===== src/rtl/pipe_stage_reg.sv =====
// -----------------------------------------------------------------------------
// pipe_stage_reg
//
// Purpose:
//   One stage of an instruction pipeline. It carries an instruction/PC pair
//   from an upstream valid/ready handshake to a downstream valid/ready
//   handshake. The stage also supports a flush (branch/jump redirect), a
//   hazard hold, and a saturating count of the cycles in which it presents
//   no entry.
//
// Build option:
//   PIPE_SKID_EN  undefined -> one entry; in_ready is combinational from the
//                              downstream ready.
//                 defined   -> two entries (main plus skid); in_ready comes
//                              from registered state (skid empty), so no
//                              combinational path runs from out_ready to
//                              in_ready.
//
// Parameters:
//   DATA_W    instruction width
//   PC_W      program-counter width
//   NOP_INSN  instruction presented while the stage is empty
//
// Ports:
//   clk         rising-edge clock
//   rst         asynchronous, active-low reset
//   flush       drop every held entry and any same-cycle input
//   hold        freeze all stage state (out_ready is ignored)
//   in_valid    upstream offers in_ir/in_pc
//   in_ready    stage accepts the offered entry this cycle
//   in_ir       incoming instruction
//   in_pc       incoming PC
//   out_valid   stage presents a valid entry
//   out_ready   downstream consumes the presented entry
//   out_ir      presented instruction (NOP_INSN when empty)
//   out_pc      presented PC (zero when empty)
//   bubble_cnt  saturating count of edges seen with out_valid=0
// -----------------------------------------------------------------------------
module pipe_stage_reg #(
    parameter int                DATA_W   = 32,
    parameter int                PC_W     = 32,
    parameter logic [DATA_W-1:0] NOP_INSN = 32'h00000013
) (
    input  logic              clk,
    input  logic              rst,
    input  logic              flush,
    input  logic              hold,
    input  logic              in_valid,
    output logic              in_ready,
    input  logic [DATA_W-1:0] in_ir,
    input  logic [PC_W-1:0]   in_pc,
    output logic              out_valid,
    input  logic              out_ready,
    output logic [DATA_W-1:0] out_ir,
    output logic [PC_W-1:0]   out_pc,
    output logic [15:0]       bubble_cnt
);

    function automatic logic [15:0] sat_inc16(input logic [15:0] v);
        return (v == 16'hFFFF) ? v : v + 16'd1;
    endfunction

    // Main entry (the one presented downstream).
    logic              vld_p1;
    logic              vld_p1_n;
    logic [DATA_W-1:0] ir_p1;
    logic [PC_W-1:0]   pc_p1;

    logic in_xfer;
    logic out_xfer;
    logic load_main_in;

`ifdef PIPE_SKID_EN
    // Skid entry: catches an accepted entry while main is stuck.
    logic              vld_p0;
    logic              vld_p0_n;
    logic [DATA_W-1:0] ir_p0;
    logic [PC_W-1:0]   pc_p0;
    logic              load_main_skid;
    logic              load_skid;

    // vld_p0 is a flop, so in_ready depends only on registered state plus
    // the stall/redirect controls. rst gating keeps in_ready low while reset
    // is asserted.
    assign in_ready = rst && !vld_p0 && !hold && !flush;
`else
    assign in_ready = rst && (!vld_p1 || out_ready) && !hold && !flush;
`endif

    assign in_xfer  = in_valid && in_ready;
    assign out_xfer = vld_p1 && out_ready && !hold;

    always_comb begin
        vld_p1_n       = vld_p1;
        load_main_in   = 1'b0;
`ifdef PIPE_SKID_EN
        vld_p0_n       = vld_p0;
        load_main_skid = 1'b0;
        load_skid      = 1'b0;
`endif
        if (flush) begin
            vld_p1_n = 1'b0;
`ifdef PIPE_SKID_EN
            vld_p0_n = 1'b0;
`endif
        end else if (!hold) begin
            if (out_xfer) begin
`ifdef PIPE_SKID_EN
                // An occupied skid implies in_ready=0, so no input competes.
                if (vld_p0) begin
                    load_main_skid = 1'b1;
                    vld_p0_n       = 1'b0;
                end else
`endif
                if (in_xfer) begin
                    load_main_in = 1'b1;
                end else begin
                    vld_p1_n = 1'b0;
                end
            end else if (in_xfer) begin
`ifdef PIPE_SKID_EN
                if (vld_p1) begin
                    load_skid = 1'b1;
                    vld_p0_n  = 1'b1;
                end else
`endif
                begin
                    load_main_in = 1'b1;
                    vld_p1_n     = 1'b1;
                end
            end
        end
    end

    // ---- stage register boundary: control state ----
    always_ff @(posedge clk or negedge rst) begin
        if (!rst) begin
            vld_p1     <= 1'b0;
`ifdef PIPE_SKID_EN
            vld_p0     <= 1'b0;
`endif
            bubble_cnt <= 16'd0;
        end else begin
            vld_p1 <= vld_p1_n;
`ifdef PIPE_SKID_EN
            vld_p0 <= vld_p0_n;
`endif
            if (!vld_p1) begin
                bubble_cnt <= sat_inc16(bubble_cnt);
            end
        end
    end

    // ---- stage register boundary: payload (qualified by the valid flags) ----
    always_ff @(posedge clk) begin
        if (load_main_in) begin
            ir_p1 <= in_ir;
            pc_p1 <= in_pc;
        end
`ifdef PIPE_SKID_EN
        else if (load_main_skid) begin
            ir_p1 <= ir_p0;
            pc_p1 <= pc_p0;
        end
        if (load_skid) begin
            ir_p0 <= in_ir;
            pc_p0 <= in_pc;
        end
`endif
    end

    assign out_valid = vld_p1;
    assign out_ir    = vld_p1 ? ir_p1 : NOP_INSN;
    assign out_pc    = vld_p1 ? pc_p1 : '0;

endmodule


===== config.mk =====
export PLATFORM = sky130hd
export DESIGN_NAME = pipe_stage_reg
export DESIGN_NICKNAME = d
export VERILOG_FILES = /design/src/rtl/pipe_stage_reg.sv
export SDC_FILE = /design/constraint.sdc
export NUM_CORES = 1
export LEC_CHECK = 0
export CORE_UTILIZATION = 44
export DETAILED_ROUTE_END_ITERATION = 8
export PLACE_DENSITY_LB_ADDON = 0.3
export SLEW_MARGIN = 20
export SYNTH_ARGS = -nofsm -noshare
export SYNTH_HDL_FRONTEND = slang
export SYNTH_SLANG_ARGS = --single-unit

===== constraint.sdc =====
create_clock -name clk -period 8.3 [get_ports clk]
set_clock_uncertainty 0.05 [all_clocks]
set_input_delay 1.66 -clock clk [delete_from_list [all_inputs] [get_ports clk]]
set_output_delay 1.66 -clock clk [all_outputs]
set_load 0.05 [all_outputs]

# Word-level counts from Yosys, hierarchy flattened
# Index checks and enable logic that the tools add are counted.
totals:
  reg_bits: 81
  input_bits: 70
  output_inout_bits: 82
classes:
  n_addsub: 1
  eq_ne: 3
  mux: 10
  bitwise_logic: 2
  n_reduce_logical: 13
op_table:
  columns: ["operator", "n"]
  rows:
  - ["two-way mux 32 bit", 2]
  - ["adder 16 x 1 -> 16 bit, second input constant", 1]
  - ["equality test 16 bit, second input constant", 1]
  - ["two-way mux 1 bit", 8]
  - ["logical AND 1 bit", 6]
  - ["zero test 1 bit", 3]
  - ["inequality test 3 bit, second input constant", 1]
  - ["AND reduction 3 bit", 1]
  - ["nonzero test 3 bit", 1]
  - ["inequality test 2 bit, second input constant", 1]
  - ["inverter 1 bit", 2]
  - ["AND reduction 2 bit", 1]
  - ["logical OR 1 bit", 1]

# Longest topological paths before layout
logic_depth:
  depth_word: 10
  mapped_depth: 5

# Worst setup path after synthesis
# Ideal clock, no wire load.
synth_timing:
  path_type: "in2reg"
  start: "in flush"
  end: "reg ir_p1[0], enable pin"
  arrival_time_ps: 5086
  required_ps: 7821
  path_slack_ps: 2736
  stages: 2
  path_buffers: 0
  path_cell_list: "nor4b_1 and2_1"
synth_between:
  elab_chain_len: 6
synth_lines:
  columns: ["item", "line", "text"]
  rows:
  - ["from (decl)", "46", "input logic flush,"]
  - ["zero test 1 bit", "87", "assign in_ready = rst && (!vld_p1 || out_ready) && !hold && !flush;"]
  - ["logical AND 1 bit", "87", null]
  - ["logical AND 1 bit", "90", "assign in_xfer = in_valid && in_ready;"]
  - ["two-way mux 1 bit", "115, 120", null]
  - ["two-way mux 1 bit", "106", "end else if (!hold) begin"]
  - ["two-way mux 1 bit (*)", "101", "if (flush) begin"]
  - ["via load_main_in", "71", "logic load_main_in;"]
  - ["to (signal assigned)", "157", "ir_p1 <= in_ir;"]
  - ["to (decl)", "66", "logic [DATA_W-1:0] ir_p1;"]
# The timed path passes the listed nets; every way through them passes the cells marked *.
# A chain may end at the register's enable or synchronous reset.

# Final worst setup path
layout_timing:
  start: "in rst"
  end: "out in_ready"
layout_between:
  elab_chain_len: 3
layout_lines:
  columns: ["item", "line", "text"]
  rows:
  - ["from (decl)", "45", "input logic rst,"]
  - ["logical AND 1 bit (3 in series)", "87", null]
  - ["to (decl)", "49", "output logic in_ready,"]
# Every way passes these cells.

==> reports/metrics.yaml <==
sta:
  slew_headroom: 0.356
  rsz0062_at_grt: "false"
  setup_violations: 0
  post-route-period-util: 0.680
  min_period_ps: 5650
  fmax_mhz: 177
  tightest_slew_ps: 966
  hold_viol: 0
  fin_ws_ps: 2650
  fin_tns_setup_ps: 0
  drv_slew: 0
yosys:
  avgSynthCellArea_sq_um: 15.3
  synth_common_cells: "edfxtp_1 (64), and2_1 (62), dfrtp_1 (17)"
  synth_edf_count: 64
  yosysUniqueCellTypes: 36
  synth.largest_area_cell: "edfxtp_1"
  synth-async-reset-ratio: 0.210
  yosysMostFrequentCell: "edfxtp_1"
  ys_seq_area_frac: 0.726
  synth_seq_cells: 81
  syn_inst: 211
  syn_area_sq_mm: 0.00323
  synth_ff_type: "edfxtp_1"
  netlist_top_cells_area: "edfxtp_1 (59%), dfrtp_1 (13%), and2_1 (12%)"
  synth_fp_nets: 282
  ys_warn_count: 0
  synth_top_area_share: 0.594
setup_path:
  path_cells: "clkdlybuf4s50_1 -> nor4b_1 -> clkdlybuf4s50_1"
  crit_slowest_cell: "clkdlybuf4s50_1"
  critical_path.most_common_cell: "clkdlybuf4s50_1"
  critPathArrivalTime_ps: 3940
  start_kind: "input pin"
  cp_max_fo: 18
  worstSetupPathType: "in2out"
  worst_ep_required_time_ps: 6590
  max_stage_delay_ps: 1000
  r2r_slack_ps: 5480
  worstSetupEndpointType: "output port"
power:
  power.density_mw_per_mm2: 202
  p_leak_nw: 1.83
  ir_drop_v: 0.000119
global_route:
  grt_start_max_net_pins: 75
  grt_pass1_wl_um: 11300
  grt_pass1_vias: 2344
  grt_overflow: 0
  grt_use_total: 0.202
  antenna_found_initial: 0
layout:
  drive_gt1_frac: 0.0676
  ff_latch_area_sq_mm: 0.00235
  antennaDiodeCount: 0
  multiInputGateArea_sq_um: 852
  num-nets-final: 437
  syn2layout_area_growth_pct: 55.2
  fillers: 477
die:
  die_h_um: 87.7
  io_pins: 152
  chipWidth_um: 87.7
  start_util: 0.466
  die-area_sq_mm: 0.00769
  core_sq_mm: 0.00694
  rows: 30
route:
  drcViolationCount: 0
  vias: 2276
  drt_iter0_markers: 108
  wl_per_cell_um: 15.8
  drt-total-wl_um: 7380
  viasPerCell: 4.88
  drt.antenna.violating_nets: 0
  dr.pass1.iters: 4
clock_tree:
  cts_made_buffers: 9
  cts_root_buf: "clkbuf_8"
  clk_latency_ps: 340
  cts.hold.buffers_added: 0
  tritoncts: "built"
  ctsResizeCount: 0
  clkSinkCount: 81
  post_cts_buffers: 0
  path_clk_slew_ps: 70
  clockBufferDepth: 2
  htreeDepth: 3
placed_design:
  place_hpwl_um: 5200
  numPortBuffers: 151
  place_congestion: 0.754
  post-place-ws_ps: 2580
min_path:
  hold_class: "reg2reg"
job:
  cap_viol_max_count: 0
status:
  status: "completed"
[state kept, by name, indices dropped and copies added (netlist names)]
signal      flops
pc_p1          32
out_valid       1
ir_p1          32
bubble_cnt     16
[report_power, final]
group	switching, mW	internal, mW	leakage, nW	total (mW)
Combinational	0.141	0.103	0.936	0.245
Sequential	0.0387	0.465	0.802	0.504
Clock	0.131	0.134	0.0910	0.265
[cells by family after synthesis]
family / after synthesis / synth area share
AO/OA/AOI/OAI: 8 / 0.0170
XOR/XNOR: 9 / 0.0244
adder cells (fa/ha/maj): 1 / 0.00387
buffers and inverters: 9 / 0.0108
flip-flops: 81 / 0.726
multiplexers: 4 / 0.0151
AND/OR/NAND/NOR: 99 / 0.203
[stage by stage]
| step | hold WS (ps) | std cells | power (mW) | utilization | cell area, sq um |
|---|---|---|---|---|---|
| after floorplan | 770 | 211 | 0.653 | - | 3230 |
| after global placement | 473 | 451 | 0.752 | 0.697 | 4840 |
| after detailed placement | 475 | 451 | 0.758 | 0.697 | 4840 |
| after CTS | 486 | 466 | 1.02 | 0.723 | 5020 |
| after global routing | 508 | 466 | 1.05 | 0.723 | 5020 |
| final | 483 | 466 | 1.01 | 0.723 | 5020 |
[layout by cell type (no fill, tap or decap), drive strengths merged, types with 2 or more instances in the layout]
cell type / n
clkdlybuf4s50: 151
edfxtp: 64
and2: 62
dfrtp: 17
clkbuf: 10
xor2: 8
nand2b: 5
nor3: 4
nand2: 4
nand3: 4
mux2: 4
nand4: 4
clkinv: 4
nor4b: 3
and3: 3
nor2: 3
a41oi: 2
a21oi: 2
nor4: 2
[worst paths after layout]
check                                          start                         end  cells after the start
setup / recovery                                 rst                    in_ready                      3
hold / removal             bubble_cnt[9]$_DFFE_PN0P_   bubble_cnt[9]$_DFFE_PN0P_                      1
setup reg to reg               out_valid$_DFFE_PN0P_          ir_p1[8]$_DFFE_PP_                      4
hold reg to reg            bubble_cnt[9]$_DFFE_PN0P_   bubble_cnt[9]$_DFFE_PN0P_                      1
max in group asynchronous                        rst       out_valid$_DFFE_PN0P_                      1
min in group asynchronous                        rst  bubble_cnt[11]$_DFFE_PN0P_                      1
[layer usage]
layer  routed length [um]  global-route usage  up-vias
met2                 3680               0.304      108
met5                    0                   0        -
met1                 2810               0.241     1094
met3                  791               0.107        8
li1                     -                   -     1066
met4                   95              0.0849        0
[worst max-delay path: cells and delay by family]
family | cells | cell delay [ps]
buffers and inverters | 2 | 1900
and+or+nand+nor | 1 | 370
[cell type report]
type / instances / share of cell area
flip-flops and latches: 81 / 0.468
repair buffers: 152 / 0.303
multi-input cells: 121 / 0.170
clock buffers: 10 / 0.0254
well taps: 96 / 0.0239
clock inverters: 5 / 0.00947
inverters: 1 / 0.000748
Note: power is estimated with default switching activity, not from simulation.
